`config.mk`:
```
export PLATFORM = sky130hd
export DESIGN_NAME = serial_frame_sender
export DESIGN_NICKNAME = d
export VERILOG_FILES = /design/src/rtl/serial_pkg.sv /design/src/rtl/piso_shift_ones.sv /design/src/rtl/serial_frame_sender.sv
export SDC_FILE = /design/constraint.sdc
export NUM_CORES = 1
export LEC_CHECK = 0
export ABC_AREA = 1
export BUFFER_PORTS_ARGS = -buffer_cell sky130_fd_sc_hd__buf_2
export CAP_MARGIN = 15
export CORE_MARGIN = 4
export CORE_UTILIZATION = 35
export CTS_BUF_LIST = sky130_fd_sc_hd__clkbuf_4
export CTS_CLUSTER_SIZE = 30
export DETAILED_ROUTE_END_ITERATION = 10
export PLACE_DENSITY = 0.59
export SLEW_MARGIN = 20
export SYNTH_ARGS = -nofsm -noshare
export SYNTH_HDL_FRONTEND = slang
export SYNTH_SLANG_ARGS = --single-unit
```
`constraint.sdc`:
```
create_clock -name clk -period 1.71 [get_ports clk]
set_input_delay 0.2565 -clock clk [delete_from_list [all_inputs] [get_ports clk]]
set_output_delay 0.2565 -clock clk [all_outputs]
set_load 0.005 [all_outputs]
```
`src/rtl/serial_pkg.sv`:
```
// Shared state encoding and default sizing for the serial frame sender.
package serial_pkg;

    localparam int M_DEFAULT   = 5;
    localparam int DIV_DEFAULT = 4;

    typedef enum logic [1:0] {
        IDLE = 2'd0,
        DATA = 2'd1,
        STOP = 2'd2
    } state_t;

endpackage

```
`src/rtl/piso_shift_ones.sv`:
```
// Parallel-in serial-out shifter that fills with ones, so the line drifts back
// to idle-high by itself once the loaded word has been shifted out.
module piso_shift_ones #(
    parameter int W = 6
) (
    input  logic         clk,
    input  logic         reset,
    input  logic [W-1:0] bus_in,
    input  logic         set,
    input  logic         shift,
    output logic         bit_out
);

    logic [W-1:0] sr;

    // A load wins over a shift arriving on the same edge.
    always_ff @(posedge clk or posedge reset) begin
        if (reset) begin
            sr <= '1;
        end else if (set) begin
            sr <= bus_in;
        end else if (shift) begin
            sr <= {1'b1, sr[W-1:1]};
        end
    end

    assign bit_out = sr[0];

endmodule

```
`src/rtl/serial_frame_sender.sv`:
```
// Serialises M-bit words as start/data/stop frames, each bit held for DIV clocks.
// The FSM and counters live here; the actual bit sequence comes from the shifter.
module serial_frame_sender
    import serial_pkg::*;
#(
    parameter int M   = M_DEFAULT,
    parameter int DIV = DIV_DEFAULT
) (
    input  logic         clk,
    input  logic         reset,
    input  logic [M-1:0] data_in,
    input  logic         valid,
    output logic         ready,
    output logic         tx,
    output logic         busy,
    output logic         done
);

    localparam int DW = (DIV > 1) ? $clog2(DIV) : 1;
    localparam int BW = $clog2(M + 2);
    localparam logic [DW-1:0] DIV_LAST   = DW'(DIV - 1);
    localparam logic [DW-1:0] DIV_PENULT = DW'((DIV > 1) ? DIV - 2 : 0);
    localparam logic [BW-1:0] BIT_LAST   = BW'(M);

    state_t        state;
    logic [DW-1:0] div_cnt;
    logic [BW-1:0] bit_cnt;
    logic          load;
    logic          shift;

    assign load  = ready && valid;
    assign shift = (state == DATA) && (div_cnt == DIV_LAST);

    piso_shift_ones #(
        .W(M + 1)
    ) u_shift (
        .clk    (clk),
        .reset  (reset),
        .bus_in ({data_in, 1'b0}),
        .set    (load),
        .shift  (shift),
        .bit_out(tx)
    );

    // done is registered one edge early so it lands on the last STOP cycle;
    // with DIV=1 that cycle is the only STOP cycle, entered straight from DATA.
    always_ff @(posedge clk or posedge reset) begin
        if (reset) begin
            state   <= IDLE;
            div_cnt <= '0;
            bit_cnt <= '0;
            ready   <= 1'b1;
            busy    <= 1'b0;
            done    <= 1'b0;
        end else begin
            case (state)
                IDLE: begin
                    done <= 1'b0;
                    if (load) begin
                        state   <= DATA;
                        div_cnt <= '0;
                        bit_cnt <= '0;
                        ready   <= 1'b0;
                        busy    <= 1'b1;
                    end
                end
                DATA: begin
                    if (div_cnt == DIV_LAST) begin
                        div_cnt <= '0;
                        bit_cnt <= bit_cnt + 1'b1;
                        if (bit_cnt == BIT_LAST) begin
                            state <= STOP;
                            done  <= (DIV == 1);
                        end
                    end else begin
                        div_cnt <= div_cnt + 1'b1;
                    end
                end
                STOP: begin
                    if (div_cnt == DIV_LAST) begin
                        state   <= IDLE;
                        div_cnt <= '0;
                        ready   <= 1'b1;
                        busy    <= 1'b0;
                        done    <= 1'b0;
                    end else begin
                        div_cnt <= div_cnt + 1'b1;
                        done    <= (div_cnt == DIV_PENULT);
                    end
                end
                default: begin
                    state <= IDLE;
                end
            endcase
        end
    end

endmodule

```
# After elaboration in Yosys (flattened, before gate mapping)

Cells that the tools add are included.

$add $sub $neg: 2
Reduce and logical (&&, ||, !) cells: 14
Equality and inequality tests: 9
Multiplexer cells: 23

Operators with widths:

| operator                                             | number |
|---|---|
| two-way mux 2 bit                                    | 6 |
| two-way mux 6 bit                                    | 2 |
| AND reduction 3 bit                                  | 3 |
| nonzero test 2 bit                                   | 4 |
| two-way mux 1 bit                                    | 7 |
| equality test 2 bit (second input constant)          | 3 |
| two-way mux 3 bit                                    | 2 |
| case mux 2 bit (3 select lines)                      | 1 |
| case mux 3 bit (2 select lines)                      | 1 |
| != test 2 x 1 -> 1 bit (second input constant)       | 2 |
| != test 2 bit (second input constant)                | 2 |
| case mux 1 bit (2 select lines)                      | 2 |
| case mux 2 bit (2 select lines)                      | 1 |
| AND reduction 4 bit                                  | 1 |
| adder 3 x 1 -> 3 bit (second input constant)         | 1 |
| equality test 3 bit (second input constant)          | 1 |
| case mux 1 bit (3 select lines)                      | 1 |
| nonzero test 3 bit                                   | 1 |
| adder 2 x 1 -> 2 bit (second input constant)         | 1 |
| equality test 2 x 1 -> 1 bit (second input constant) | 1 |
| logical AND 1 bit                                    | 2 |
| logical NOT 2 bit                                    | 1 |
| AND reduction 2 bit                                  | 1 |
| OR reduction 2 bit                                   | 1 |

Input port bits: 8
Flip-flop bits (word level): 16
Output and inout port bits: 4
Word-level logic and storage cells: 55

# Depth between registers and ports, before layout

Gate-level depths: netlist of the first run.

Word-level depth: 4
Mapped depth: 8
Depth with buffers taken out: 8

# Modules after synthesis

From an unflattened synthesis of the first run, not the netlist that was laid out.

Cells, all modules: 117
Area total of the unflattened synthesis: 924.6 um^2

Modules (own cells, without submodules):

| module              | cells an instance | instances | seq. area each (um^2) | area each (um^2) |
|---|---|---|---|---|
| serial_frame_sender | 81                | 1         | 251.5                 | 639.4 |
| piso_shift_ones     | 36                | 1         | 157.7                 | 285.3 |

# Worst setup path before layout of the first run

Ideal clock, no wire load.

Path type: flip-flop to flip-flop
From: register state[0]
To: register bit_cnt[0]
Slack: 0.495 ns
Buffers on the path: 0
Library setup time: 0.121 ns
Required time: 1.589 ns
Data arrival time: 1.095 ns
Period minus slack after synthesis: 1.215 ns
Stages on the path, launching flop included: 8
Cell sequence: dfrtp_1 > inv_1 > ha_1 > inv_1 > o21ai_1 > nand2_2 > nand2_1 > o21ai_1

Cells in the longest elaborated chain, start to end: 3
Elaborated cells on any way between the ends: 7
Classes of those cells: 3 x eq/ne; 1 x mux; 3 x reduce/logical

RTL lines:

| element                                                                  | line                      | source |
|---|---|---|
| from (decl)                                                              | serial_frame_sender.sv:25 | `state_t state;` |
| from (signal assigned)                                                   | serial_frame_sender.sv:49 | `state <= IDLE;` |
| from (signal assigned)                                                   | serial_frame_sender.sv:60 | `state <= DATA;` |
| from (signal assigned)                                                   | serial_frame_sender.sv:72 | `state <= STOP;` |
| equality test 2 x 1 -> 1 bit / logical NOT 2 bit (equally long branches) | serial_frame_sender.sv:56 | `case (state)` |
| != test 2 x 1 -> 1 bit (no source line) (tied with other cells)          | --                        |  |
| AND reduction 3 bit (no source line)                                     | --                        |  |
| to (signal assigned)                                                     | serial_frame_sender.sv:70 | `bit_cnt <= bit_cnt + 1'b1;` |
| to (decl)                                                                | serial_frame_sender.sv:27 | `logic [BW-1:0] bit_cnt;` |

Several ways; a longest one is shown, not always the timed one.
A chain may end at the register's enable or synchronous reset.

# Final worst setup path of the first run

From: register state[1]
To: register bit_cnt[0]

Same word-level chain as after synthesis.

==> results.sh, run 1 <==
export IMPL_slowest_stage="dfrtp_1"
export IMPL_dp_hpwl_um=1314
export IMPL_die_w_um=59.02
export IMPL_gp_congestion=0.8046
export IMPL_clk_path_buf_depth=2
export IMPL_p_sw_mw=0.1320
export IMPL_hp_class="input port to asynchronous set/reset pin"
export IMPL_rows=18
export IMPL_cp_top_family="flip-flops"
export IMPL_status="complete, no violations"
export IMPL_synth_top_area_cell="dfrtp_1"
export IMPL_numPortBuffers=11
export IMPL_cp_num_buf_inv=2
export IMPL_numCtsBuffers=3
export IMPL_ys_seq_elements=16
export IMPL_skew_ns=0.01400
export IMPL_min_period_ns=1.374
export IMPL_detail_route_antenna_nets=0
export IMPL_ir_worst_vdd_mv=0.5095
export IMPL_overflow=0
export IMPL_wl_per_cell_um=10.93
export IMPL_setup_viol=0
export IMPL_grt_pass1_wl_um=2946
export IMPL_cts_tree="built"
export IMPL_synth_commonest_cells="nand2_1 (31), inv_1 (14), o21ai_1 (12), dfrtp_1 (9), ha_1 (9)"
export IMPL_hold_viol_final=0
export IMPL_drt_iter0_drc=22
export IMPL_synthFlopType="dfrtp_1"
export IMPL_crit_arrival_ns=1.55
export IMPL_maxSlewHeadroom_pct=57.42
export IMPL_worstPathRequired_ns=1.89
export IMPL_grt_pass1_vias=697
export IMPL_tightestPinTransition_ns=0.6380
export IMPL_area_growth_pct=13.05
export IMPL_slowest_delay_ns=0.43
export IMPL_start_util_pct=36.77
export IMPL_cts_setup_buffers=0
export IMPL_clkPwrFrac_pct=34.4
export IMPL_vias_per_cell=4.578
export IMPL_fmax_ghz=0.7280
export IMPL_switching_share_pct=21.94
export IMPL_synth_most_common_cell="nand2_1"
export IMPL_synth_seq_area_share_pct=44.92
export IMPL_cts_reportedPaths_clkPinSlew_ns=0.10
export IMPL_yosysWarnings=0
export IMPL_route_detailed_drc=0
export IMPL_synth_top_area_share_pct=24.73
export IMPL_cts_hold_repair_buffers=0
export IMPL_end_kind="register"
export IMPL_io_pin_count=12
export IMPL_maxCapViolCount=0
export IMPL_clk_latency_ns=0.29
export IMPL_dr_total_vias=705
export IMPL_dieArea_um2=3483
export IMPL_p_leak_nw=0.5221
export IMPL_p_total_mw=0.6015
export IMPL_drv_slew=0
export IMPL_avgSynthCellArea_um2=8.357
export IMPL_antenna_found_initial=0
export IMPL_worstPathMaxFanout=6
export IMPL_grt_max_degree=17
export IMPL_wirelength_um=1683
export IMPL_period_share_pct=80.33
export IMPL_power_internal_mw=0.4695
export IMPL_synth_edf_count=0
export IMPL_critPathLaunchType="register"
export IMPL_synth_nets=126
export IMPL_synth_cell_area_um2=910.9
export IMPL_fillers=273
export IMPL_p_comb_share_pct=2.6
export IMPL_path_cells="inv_1, ha_1, inv_1, o21ai_1, nand2_2, nand2_1, o21ai_1"
export IMPL_diodes=0
export IMPL_rsz0062_at_grt="false"
export IMPL_cts_sinks=16
export IMPL_async_reset_ff_share_pct=100.0
export IMPL_htree_levels=1
export IMPL_coreArea_um2=2477
export IMPL_finish_net_count=142
export IMPL_synthCells=109
export IMPL_ys_types=16
export IMPL_synth_area_top_cells="dfrtp_1 (25%), dfstp_2 (20%), nand2_1 (13%)"
export IMPL_power_density_nw_per_um2=584.1
export IMPL_post_cts_resized=0
export IMPL_globalRouteTotalUtil_pct=11.12
export IMPL_drive_gt1_share_pct=24.19
export IMPL_fp_dieH_um=59.02
export IMPL_seqPwrFrac_pct=63.0
export IMPL_cts_root_buf="clkbuf_4"
export IMPL_path_class="register to register"
export IMPL_drt_pass1_iter_count=2
export IMPL_tns_ns=0
==> kinds of logic after synthesis <==
logic type      share of synthesized area [%]
simple gates                            27.47
compound gates                          9.479
flops                                   44.92
buf+inv                                 5.769
fa+ha+maj                               12.36
==> state kept, by name, indices dropped and copies added, names as in the netlist <==
| name | cells |
|---|---|
| bit_cnt | 3 |
| div_cnt | 2 |
| done | 1 |
| state | 2 |
| u_shift.sr | 6 |
| ready | 1 |
| busy | 1 |
==> per-stage QoR <==
step	util (%)	std cells	worst slack (ns)	instance area, um^2	hold WS, ns
6_report	41.57	154	0.3364	1030	0.02981
5_1_grt	41.57	154	0.1792	1030	0.06456
4_1_cts	41.57	154	0.3036	1030	0.05146
3_5_place_dp	40.51	150	0.3478	1003	0.3835
3_3_place_gp	40.51	150	0.3824	1003	0.3666
2_1_floorplan	-	109	0.4948	910.9	0.1652
==> routing by layer <==
metal / global-route usage (%) / share of wire [%] / wire [um] / up-vias
met4: 0.9709 / 0 / 0 / 0
met5: 0 / 0 / 0 / -
met1: 13.58 / 43 / 730 / 317
met2: 19.09 / 52 / 867 / 9
met3: 4.575 / 5.1 / 85 / 0
li1: - / - / - / 379
==> cell type report <==
cell class	count	area [um^2]	share of cell area, %
Clock buffer	3	22.52	2.187
Clock inverter	1	3.754	0.3645
Inverter	14	52.55	5.103
Multi-Input combinational cell	79	449.2	43.62
Sequential cell	16	409.1	39.73
Tap cell	30	37.54	3.645
Timing Repair Buffer	11	55.05	5.346
==> power groups by stage <==
stage                     sequential (mW)  clock, mW  combinational, mW
after floorplan                     0.386          0            0.00561
after global placement              0.386          0             0.0161
after detailed placement            0.386          0             0.0167
after CTS                           0.379      0.221             0.0167
after global routing                0.379      0.233             0.0178
final                               0.379      0.207             0.0156
==> worst paths after layout <==
kind                                            from                        end  slack [ns]  cells past startpoint
hold reg to reg            u_shift.sr[0]$_DFFE_PP1P_  u_shift.sr[0]$_DFFE_PP1P_        0.47                      2
max in group asynchronous                      reset     bit_cnt[0]$_DFFE_PP0P_        1.26                      2
setup reg to reg                state[1]$_DFFE_PP0P_     bit_cnt[0]$_DFFE_PP0P_        0.34                      7
hold / removal                                 reset           busy$_DFFE_PP0P_        0.03                      2
min in group clk                          data_in[4]  u_shift.sr[5]$_DFFE_PP1P_        0.18                      3
setup / recovery                state[1]$_DFFE_PP0P_     bit_cnt[0]$_DFFE_PP0P_        0.34                      7
==> cells in the final DEF (no fill, tap or decap), types with 4 or more instances in the layout <==
master	synthesis	final
dfstp_2	7	7
inv_1	14	14
nand2_2	4	4
dfrtp_1	9	9
o21ai_0	4	4
nand3_1	7	7
nor2_1	4	4
buf_2	0	11
o21ai_1	12	12
nand2_1	31	31
ha_1	9	9
(Power assumes the default switching activity.)
==> inputs of run 2 (changes only) <==
--- a/config.mk
+++ b/config.mk
@@ -13,7 +13,7 @@
 export CTS_BUF_LIST = sky130_fd_sc_hd__clkbuf_4
 export CTS_CLUSTER_SIZE = 30
 export DETAILED_ROUTE_END_ITERATION = 10
-export PLACE_DENSITY = 0.59
+export PLACE_DENSITY = 0.61
 export SLEW_MARGIN = 20
 export SYNTH_ARGS = -nofsm -noshare
 export SYNTH_HDL_FRONTEND = slang
==> constraint.sdc (replaced) <==
create_clock -name clk -period 1.1 [get_ports clk]
set_input_delay 0.165 -clock clk [delete_from_list [all_inputs] [get_ports clk]]
set_output_delay 0.165 -clock clk [all_outputs]
set_load 0.005 [all_outputs]
==> results.sh, run 2 (same netlist as run 1, synthesis figures left out) <==
export IMPL_vias_per_cell=4.742
export IMPL_coreArea_um2=2477
export IMPL_drive_gt1_share_pct=58.78
export IMPL_tns_ns=-1.551
export IMPL_p_sw_mw=0.2128
export IMPL_cts_sinks=16
export IMPL_wl_per_cell_um=12.13
export IMPL_htree_levels=1
export IMPL_p_leak_nw=0.6881
export IMPL_tightestPinTransition_ns=0.2242
export IMPL_min_period_ns=1.248
export IMPL_cts_tree="built"
export IMPL_fp_dieH_um=59.02
export IMPL_period_share_pct=113.4
export IMPL_die_w_um=59.02
export IMPL_reg2reg_depth=7
export IMPL_clk_path_buf_depth=2
export IMPL_overflow=0
export IMPL_numPortBuffers=11
export IMPL_layout_commonest_cell="nand2_1"
export IMPL_grt_pass1_vias=856
export IMPL_drt_pass1_iter_count=4
export IMPL_drt_iter0_drc=18
export IMPL_worstPathMaxFanout=4
export IMPL_fmax_ghz=0.8015
export IMPL_path_class="register to register"
export IMPL_dr_total_vias=844
export IMPL_status="finished, violations left"
export IMPL_wirelength_um=2160
export IMPL_dp_hpwl_um=1432
export IMPL_final_cell_mix="nand2_1 (22), buf_4 (17), o21ai_1 (11), buf_2 (9), dfrtp_1 (8)"
export IMPL_hp_start="data_in[3]"
export IMPL_ir_worst_vdd_mv=0.8547
export IMPL_p_comb_share_pct=3.3
export IMPL_fillers=221
export IMPL_grt_pass1_wl_um=3505
export IMPL_power_density_nw_per_um2=643.0
export IMPL_r2r_start="state[1]$_DFFE_PP0P_"
export IMPL_grt_max_degree=17
export IMPL_dp_cells=162
export IMPL_fin_cells=178
export IMPL_critPathLaunchType="register"
export IMPL_hold_depth=3
export IMPL_setup_viol=16
export IMPL_maxCapViolCount=0
export IMPL_end_kind="register"
export IMPL_antenna_found_initial=0
export IMPL_regMostFlops="u_shift.sr"
export IMPL_violations="negative setup slack"
export IMPL_area_growth_pct=61.81
export IMPL_worstPathRequired_ns=1.29
export IMPL_gp_congestion=0.8123
export IMPL_fin_area_um2=1474
export IMPL_io_pin_count=12
export IMPL_post_route_util_pct=59.49
export IMPL_rows=18
export IMPL_dieArea_um2=3483
export IMPL_whs_ns=0.07899
export IMPL_worst_slack_ns=-0.1476
export IMPL_largest_registers="u_shift.sr: 6 flops, bit_cnt: 3 flops"
export IMPL_globalRouteTotalUtil_pct=13.34
export IMPL_diodes=0
export IMPL_start_util_pct=36.77
export IMPL_cts_reportedPaths_clkPinSlew_ns=0.10
export IMPL_crit_arrival_ns=1.43
export IMPL_rsz0062_at_grt="true"
export IMPL_cts_root_buf="clkbuf_4"
export IMPL_seqPwrFrac_pct=62.2
export IMPL_route_detailed_drc=0
export IMPL_crit_start="state[1]$_DFFE_PP0P_"
export IMPL_power_internal_mw=0.7348
export IMPL_place_area_um2=1129
export IMPL_hp_class="input port to register"
export IMPL_finish_net_count=166
export IMPL_detail_route_antenna_nets=0
export IMPL_skew_ns=0.001480
export IMPL_switching_share_pct=22.46
export IMPL_hold_viol_final=0
export IMPL_clk_latency_ns=0.29
export IMPL_maxSlewHeadroom_pct=85.05
export IMPL_clkPwrFrac_pct=34.5
export IMPL_drv_slew=0
export IMPL_numCtsBuffers=3
export IMPL_largest_reg_flops=6
## run 2: cell count changes in the layout (fill, tap and decap cells not counted), sizes merged
cell / previous run / this run
buf: 11 / 34
dlygate4sd3: 0 / 1
## run 2: repair_timing
| item | CTS | global route |
|---|---|---|
| setup endpoints to repair | 17 | 18 |
| gates cloned | 0 | 0 |
| hold buffers | 1 | 0 |
| setup buffers | 4 | 7 |
| gates resized for setup | 11 | 45 |
| endpoints found under the hold margin | 9 | 0 |
| pin swaps | 0 | 17 |
## run 2: final cells by class
cell class	instances	area, um^2	area share (%)
flip-flops and latches	16	410.4	27.84
multi-input cells	79	653.1	44.31
clock inverters	1	3.754	0.2547
inverters	14	65.06	4.414
repair buffers	35	281.5	19.10
well taps	30	37.54	2.547
clock buffers	3	22.52	1.528
## run 2: path summary, 6_finish.rpt
path | endpoint | slack (ns)
worst max register to register | state[0]$_DFFE_PP0P_ | -0.15
min in group asynchronous | done$_DFFE_PP0P_ | 0.41
worst min register to register | u_shift.sr[3]$_DFFE_PP1P_ | 0.47
max in group asynchronous | u_shift.sr[1]$_DFFE_PP1P_ | 0.43
worst max-delay path | state[0]$_DFFE_PP0P_ | -0.15
worst min-delay path | u_shift.sr[4]$_DFFE_PP1P_ | 0.08
## run 2: layer usage
layer	global-route usage [%]	share of wire, %
met1	15.03	39
met5	0	0
met3	4.575	4.5
met4	4.207	3.3
met2	23.50	53
## run 2: power groups by stage
stage / clock [mW] / sequential [mW] / combinational [mW]
floorplan: 0 / 0.600 / 0.00872
global placement: 0 / 0.600 / 0.0280
detailed placement: 0 / 0.600 / 0.0290
CTS: 0.348 / 0.589 / 0.0317
global route: 0.377 / 0.589 / 0.0362
finish: 0.327 / 0.589 / 0.0317
## run 2: worst max-delay path, stage by stage, from the launching register on
cell and delay (ns):
dfrtp_1 0.41, inv_2 0.09, buf_4 0.15, ha_4 0.16, nand2_4 0.07, nand2_4 0.07, o21ai_1 0.13, nand2_1 0.06
## run 2: stage by stage
stage	worst slack, ns	power (mW)
after global placement	-0.1104	0.6276
final	-0.1476	0.9477
after CTS	-0.1267	0.9688
after detailed placement	-0.1446	0.6286
after floorplan	-0.05919	0.6083
after global routing	-0.2464	1.003
